[config.mk]
export PLATFORM = sky130hd
export DESIGN_NAME = lfsr_seq_ctrl
export DESIGN_NICKNAME = d
export VERILOG_FILES = /design/src/rtl/lfsr_pkg.sv /design/src/rtl/lfsr8_core.sv /design/src/rtl/lfsr_seq_ctrl.sv
export SDC_FILE = /design/constraint.sdc
export NUM_CORES = 1
export LEC_CHECK = 0
export ABC_AREA = 1
export CAP_MARGIN = 40
export CORE_MARGIN = 4
export CORE_UTILIZATION = 30
export CTS_CLUSTER_DIAMETER = 150
export CTS_CLUSTER_SIZE = 20
export DETAILED_ROUTE_END_ITERATION = 10
export PLACE_DENSITY = 0.51
export REMOVE_ABC_BUFFERS = 1
export SYNTH_ARGS = -nofsm -noshare
export SYNTH_HDL_FRONTEND = slang
export SYNTH_SLANG_ARGS = --single-unit
[constraint.sdc]
create_clock -name clk -period 3.05 [get_ports clk]
set_clock_uncertainty 0.2 [all_clocks]
set_input_delay 0.61 -clock clk [delete_from_list [all_inputs] [get_ports clk]]
set_output_delay 0.61 -clock clk [all_outputs]
set_load 0.1 [all_outputs]
[src/rtl/lfsr_pkg.sv]
// Shared definitions for the LFSR sequencer: FSM encodings, reset seed, tap positions
// and the pure next-state / seed-guard helpers.
package lfsr_pkg;

    typedef enum logic [1:0] {
        ST_IDLE = 2'd0,
        ST_RUN  = 2'd1,
        ST_HOLD = 2'd2
    } seq_state_e;

    localparam logic [7:0]  LFSR_RESET_SEED = 8'h01;
    localparam int unsigned LFSR_TAP_A      = 32'd4;
    localparam int unsigned LFSR_TAP_B      = 32'd3;
    localparam int unsigned LFSR_TAP_C      = 32'd2;
    localparam int unsigned LFSR_TAP_D      = 32'd0;

    function automatic logic [7:0] lfsr_next(input logic [7:0] r);
        logic fb_s;
        fb_s = r[LFSR_TAP_A] ^ r[LFSR_TAP_B] ^ r[LFSR_TAP_C] ^ r[LFSR_TAP_D];
        return {fb_s, r[7:1]};
    endfunction

    // An all-zero state would lock the LFSR forever, so it is replaced by the reset seed.
    function automatic logic [7:0] seed_guard(input logic [7:0] s);
        logic [7:0] g_s;
        if (s == 8'h00) begin
            g_s = LFSR_RESET_SEED;
        end else begin
            g_s = s;
        end
        return g_s;
    endfunction

endpackage

[src/rtl/lfsr8_core.sv]
// 8-bit Fibonacci LFSR register with synchronous load (zero-guarded) and advance.
module lfsr8_core
    import lfsr_pkg::*;
(
    input  logic       clk,
    input  logic       rst_n,
    input  logic       load,
    input  logic [7:0] seed,
    input  logic       advance,
    output logic [7:0] value
);

    logic [7:0] value_r;

    // LFSR state: load has priority over advance.
    always_ff @(posedge clk or negedge rst_n) begin
        if (!rst_n) begin
            value_r <= LFSR_RESET_SEED;
        end else if (load) begin
            value_r <= seed_guard(seed);
        end else if (advance) begin
            value_r <= lfsr_next(value_r);
        end else begin
            value_r <= value_r;
        end
    end

    assign value = value_r;

endmodule

[src/rtl/lfsr_seq_ctrl.sv]
// LFSR sequencer: synchronized/debounced manual step, prescaled auto-run and seed load
// around an lfsr8_core.
module lfsr_seq_ctrl
    import lfsr_pkg::*;
#(
    parameter int unsigned DEB_CYCLES = 32'd16,
    parameter int unsigned TICK_DIV   = 32'd1000000
) (
    input  logic        clk,
    input  logic        rst_n,
    input  logic        step_btn,
    input  logic        run_sw,
    input  logic        seed_load,
    input  logic [7:0]  seed,
    output logic [7:0]  random,
    output logic        step_pulse,
    output logic [15:0] step_cnt,
    output logic [1:0]  mode
);

    localparam logic [15:0] DEB_LAST  = 16'(DEB_CYCLES - 32'd1);
    localparam logic [23:0] TICK_LAST = 24'(TICK_DIV - 32'd1);

    logic        btn_meta_r, btn_sync_r;
    logic        run_meta_r, run_sync_r;
    logic [15:0] deb_cnt_r;
    logic        deb_level_r, deb_prev_r;
    logic [23:0] presc_r;
    seq_state_e  state_r;
    logic        step_pulse_r;
    logic [15:0] step_cnt_r;
    logic        deb_rise_s, deb_fall_s, tick_s, advance_s;

    // Two-flop synchronizers for the raw button and switch.
    always_ff @(posedge clk or negedge rst_n) begin
        if (!rst_n) begin
            btn_meta_r <= 1'b0;
            btn_sync_r <= 1'b0;
            run_meta_r <= 1'b0;
            run_sync_r <= 1'b0;
        end else begin
            btn_meta_r <= step_btn;
            btn_sync_r <= btn_meta_r;
            run_meta_r <= run_sw;
            run_sync_r <= run_meta_r;
        end
    end

    // Debounce: accept a new level after DEB_CYCLES consecutive differing samples.
    always_ff @(posedge clk or negedge rst_n) begin
        if (!rst_n) begin
            deb_cnt_r   <= 16'd0;
            deb_level_r <= 1'b0;
            deb_prev_r  <= 1'b0;
        end else begin
            deb_prev_r <= deb_level_r;
            if (btn_sync_r != deb_level_r) begin
                if (deb_cnt_r == DEB_LAST) begin
                    deb_level_r <= btn_sync_r;
                    deb_cnt_r   <= 16'd0;
                end else begin
                    deb_cnt_r <= deb_cnt_r + 16'd1;
                end
            end else begin
                deb_cnt_r <= 16'd0;
            end
        end
    end

    assign deb_rise_s = deb_level_r & ~deb_prev_r;
    assign deb_fall_s = ~deb_level_r & deb_prev_r;
    assign tick_s     = (presc_r == TICK_LAST);

    // Advance request for this cycle; a coincident load swallows it.
    always_comb begin
        advance_s = 1'b0;
        if (seed_load) begin
            advance_s = 1'b0;
        end else begin
            case (state_r)
                ST_IDLE: advance_s = ~run_sync_r & deb_rise_s;
                ST_RUN:  advance_s = run_sync_r & tick_s;
                ST_HOLD: advance_s = 1'b0;
                default: advance_s = 1'b0;
            endcase
        end
    end

    // Sequencer FSM and auto-run prescaler.
    always_ff @(posedge clk or negedge rst_n) begin
        if (!rst_n) begin
            state_r <= ST_IDLE;
            presc_r <= 24'd0;
        end else if (seed_load) begin
            state_r <= state_r;
            presc_r <= 24'd0;
        end else begin
            case (state_r)
                ST_IDLE: begin
                    presc_r <= 24'd0;
                    if (run_sync_r) begin
                        state_r <= ST_RUN;
                    end else if (deb_rise_s) begin
                        state_r <= ST_HOLD;
                    end else begin
                        state_r <= ST_IDLE;
                    end
                end
                ST_HOLD: begin
                    presc_r <= 24'd0;
                    if (run_sync_r) begin
                        state_r <= ST_RUN;
                    end else if (deb_fall_s) begin
                        state_r <= ST_IDLE;
                    end else begin
                        state_r <= ST_HOLD;
                    end
                end
                ST_RUN: begin
                    if (!run_sync_r) begin
                        state_r <= ST_IDLE;
                        presc_r <= 24'd0;
                    end else if (tick_s) begin
                        state_r <= ST_RUN;
                        presc_r <= 24'd0;
                    end else begin
                        state_r <= ST_RUN;
                        presc_r <= presc_r + 24'd1;
                    end
                end
                default: begin
                    state_r <= ST_IDLE;
                    presc_r <= 24'd0;
                end
            endcase
        end
    end

    // Step strobe and advance counter.
    always_ff @(posedge clk or negedge rst_n) begin
        if (!rst_n) begin
            step_pulse_r <= 1'b0;
            step_cnt_r   <= 16'd0;
        end else begin
            step_pulse_r <= seed_load | advance_s;
            if (seed_load) begin
                step_cnt_r <= 16'd0;
            end else if (advance_s) begin
                step_cnt_r <= step_cnt_r + 16'd1;
            end else begin
                step_cnt_r <= step_cnt_r;
            end
        end
    end

    lfsr8_core u_core (
        .clk     (clk),
        .rst_n   (rst_n),
        .load    (seed_load),
        .seed    (seed),
        .advance (advance_s),
        .value   (random)
    );

    assign step_pulse = step_pulse_r;
    assign step_cnt   = step_cnt_r;
    assign mode       = state_r;

endmodule

==> summary.md <==
| Metric | Value |
|---|---|
| Yosys reg bits | 73 |
| EDFF count, synth | 0 |
| Relative slew slack | 63.1% |
| Critical path origin | presc_r[0]$_DFF_PN0_ |
| DRT iter0 DRCs | 206 |
| Critical path peak fanout | 26 |
| Reg2Reg Launch Point | presc_r[0]$_DFF_PN0_ |
| Worst R2R Path Depth | 9 |
| First-pass GRT wire length | 17,700 um |
| Most frequent cell after synthesis | nand2_1 |
| Clock Tree Root | clkbuf_16 |
| Largest net degree at the start of global routing | 54 |
| Pwr/cell area | 503 mW/mm2 |
| Layout cell share with drive strength beyond 1 | 9.85% |
| Routed Wire Length | 10,100 um |
| Asr flop ratio synth | 100% |
| Antenna-violating nets left | 0 |
| Worst Path Arrival | 2.25 ns |
| CTS tree | built |
| Crit-path most repeated cell | nand2_1 |
| Vias | 3,738 |
| Synth cell types | 31 |
| Synth Flop Type | dfrtp_1 |
| Critical Path, Cell by Cell | ha_1 > nand2_1 > nor2_4 > nand2_2 > nor2_4 > nand3_4 > nand2_1 > nand3_1 > nand2_1 |
| Reg2reg end | step_cnt[15]$_DFFE_PN0P_ |
| TNS Setup | 0 ns |
| Clock Tree Buf Depth | 2 |
| Pins Over Slew Limit | 0 |
| Sequential fraction of the synthesis area | 44.8% |
| Worst-Skew Late Latency | 0.33 ns |
| Largest cells by area after synthesis | dfrtp_1 (44%), nand2_1 (14%), nor2_1 (10%) |
| Die H | 125 um |
| Max cap viols | 0 |
| Port Buf Inserts | 39 |
| Core Area | 0.0133 mm2 |
| Crit. path cell count | 9 |
| Number of global-route vias before repair | 3,525 |
| CTS Buf Count | 9 |
| H-tree levels | 3 |
| Overall Global Routing Usage | 13.6% |
| Area leader, netlist | dfrtp_1 |
| Initial core utilization | 30.7% |
| # rows | 42 |
| Area growth from synthesis to layout | 21.4% |
| Die width | 125 um |
| DP HPWL | 7110 um |
| Buf/Inv on CP | 0 |
| Final Util | 37.3% |
| Initial antenna violation count | 0 |
| Nets | 611 |
| Post-synthesis cell area | 0.00408 mm2 |
| Post-synthesis cell count | 554 |
| # clock sinks | 73 |
| Critical path startpoint category | register |
| WS Path Type | reg -> reg |
| Residual DRC | 0 |
| RSZ-0062 raised after global routing | no |
| DIE AREA | 0.0155 mm2 |
| Hold Violations, Final | 0 |
| CP max stage delay | 0.37 ns |
| RePlAce Congestion | 0.905 |
| Slowest CP cell | dfrtp_1 |
| Antenna cell count | 0 |
| Clk pin slew, worst setup/hold paths | 0.06 ns |
| Worst-Margin Slew | 0.553 ns |
| Worst hold path class | reg -> reg |
| Reg-to-reg slack, setup | 0.87 ns |
| DR vias/cell | 4.82 |
| Post-synth top area share | 44.1% |
| Crit end category | register |
| Congestion Overflow GR | 0 |
| Syn_area_per_cell | 7.37 um2 |
| Leakage | 2.21 nW |
| Commonest cells in the netlist | nand2_1 (155), nor2_1 (111), dfrtp_1 (72) |
| CP Capture Point | step_cnt[15]$_DFFE_PN0P_ |
| I/O pin cnt | 40 |
| Cell family with most CP delay | simple AND/OR/NAND/NOR gates |
| Detailed-router iteration count before antenna repair | 5 |
| Worst EP required | 3.12 ns |
| WL per Instance | 13.1 um |
| Final min period | 2.18 ns |
| Synth Warn # | 0 |
| IR drop worst, VDD | 322 uV |
| Status | finished clean |
| Fin crit share | 71.5% |
| Final Setup Violations | 0 |
| Max frequency | 458 MHz |
[state kept, by name (all words and copies together), names as in the netlist]
signal        count
step_cnt         16
run_meta_r        1
btn_sync_r        1
presc_r          24
run_sync_r        1
u_core.value      8
deb_prev_r        1
deb_level_r       1
mode              2
deb_cnt_r        16
step_pulse        1
btn_meta_r        1
[metal layers]
layer	routed length, um	global-route usage (%)
met3	580	3.04
met4	132	4.32
met5	0	0
met1	5000	20.2
met2	4430	19.6
[report_power, final]
part	switching, mW	total, mW	internal [mW]
registers	0.0210	1.01	0.990
logic	0.186	0.249	0.0639
clock network	0.433	1.23	0.801
total	0.639	2.49	1.85
[timing repair]
item,CTS,global route
buffers inserted,0,0
hold endpoints to repair,19,0
resized for setup,0,0
hold buffers,1,0
[through the flow]
stage | power, mW | instances | setup slack (ns) | hold slack, ns | area (um2)
floorplan | 1.19 | 540 | 0.679 | 0.114 | 4020
global placement | 1.28 | 758 | 0.748 | 0.133 | 4580
detailed placement | 1.28 | 759 | 0.699 | 0.135 | 4610
CTS | 2.53 | 775 | 0.843 | 0.150 | 4960
global route | 2.59 | 775 | 0.667 | 0.151 | 4960
finish | 2.49 | 775 | 0.868 | 0.148 | 4960
[placed cells by master, fill, tap and decap left out, types with 9 or more instances in the layout]
cell type and count:
buf_4 31, clkbuf_16 9, clkdlybuf4s50_1 11, dfrtp_1 72
inv_1 49, nand2_1 155, nand3_1 35, nand4_1 38
nor2_1 111, nor3_1 17, xor2_1 20
[kinds of logic after synthesis]
logic type / synth area share [%]
simple gates: 40.3
flops: 44.8
buf+inv: 6.34
xor+xnor: 5.58
compound gates: 2.05
fa+ha+maj: 0.919
[final cells by class]
cell class                      count  area (um2)
Fill cell                        1385        8340
Multi-Input combinational cell    416        2000
Sequential cell                    73        1830
Timing Repair Buffer               44         380
Clock buffer                        9         225
Tap cell                          176         220
Inverter                           51         191
Clock inverter                      6         115
[how the worst min path moves through the flow]
| stage | slack, ns | depth (start not counted) | endpoint | startpoint |
|---|---|---|---|---|
| 3_3_place_gp | 0.13 | 0 | btn_sync_r$_DFF_PN0_ | btn_meta_r$_DFF_PN0_ |
| 5_1_grt | 0.15 | 0 | btn_sync_r$_DFF_PN0_ | btn_meta_r$_DFF_PN0_ |
| 6_report | 0.15 | 0 | btn_sync_r$_DFF_PN0_ | btn_meta_r$_DFF_PN0_ |
| 4_1_cts | 0.15 | 0 | btn_sync_r$_DFF_PN0_ | btn_meta_r$_DFF_PN0_ |
| 3_5_place_dp | 0.13 | 0 | btn_sync_r$_DFF_PN0_ | btn_meta_r$_DFF_PN0_ |
| 2_1_floorplan | 0.11 | 0 | btn_meta_r$_DFF_PN0_ | rst_n |
(Power assumes the default switching activity.)
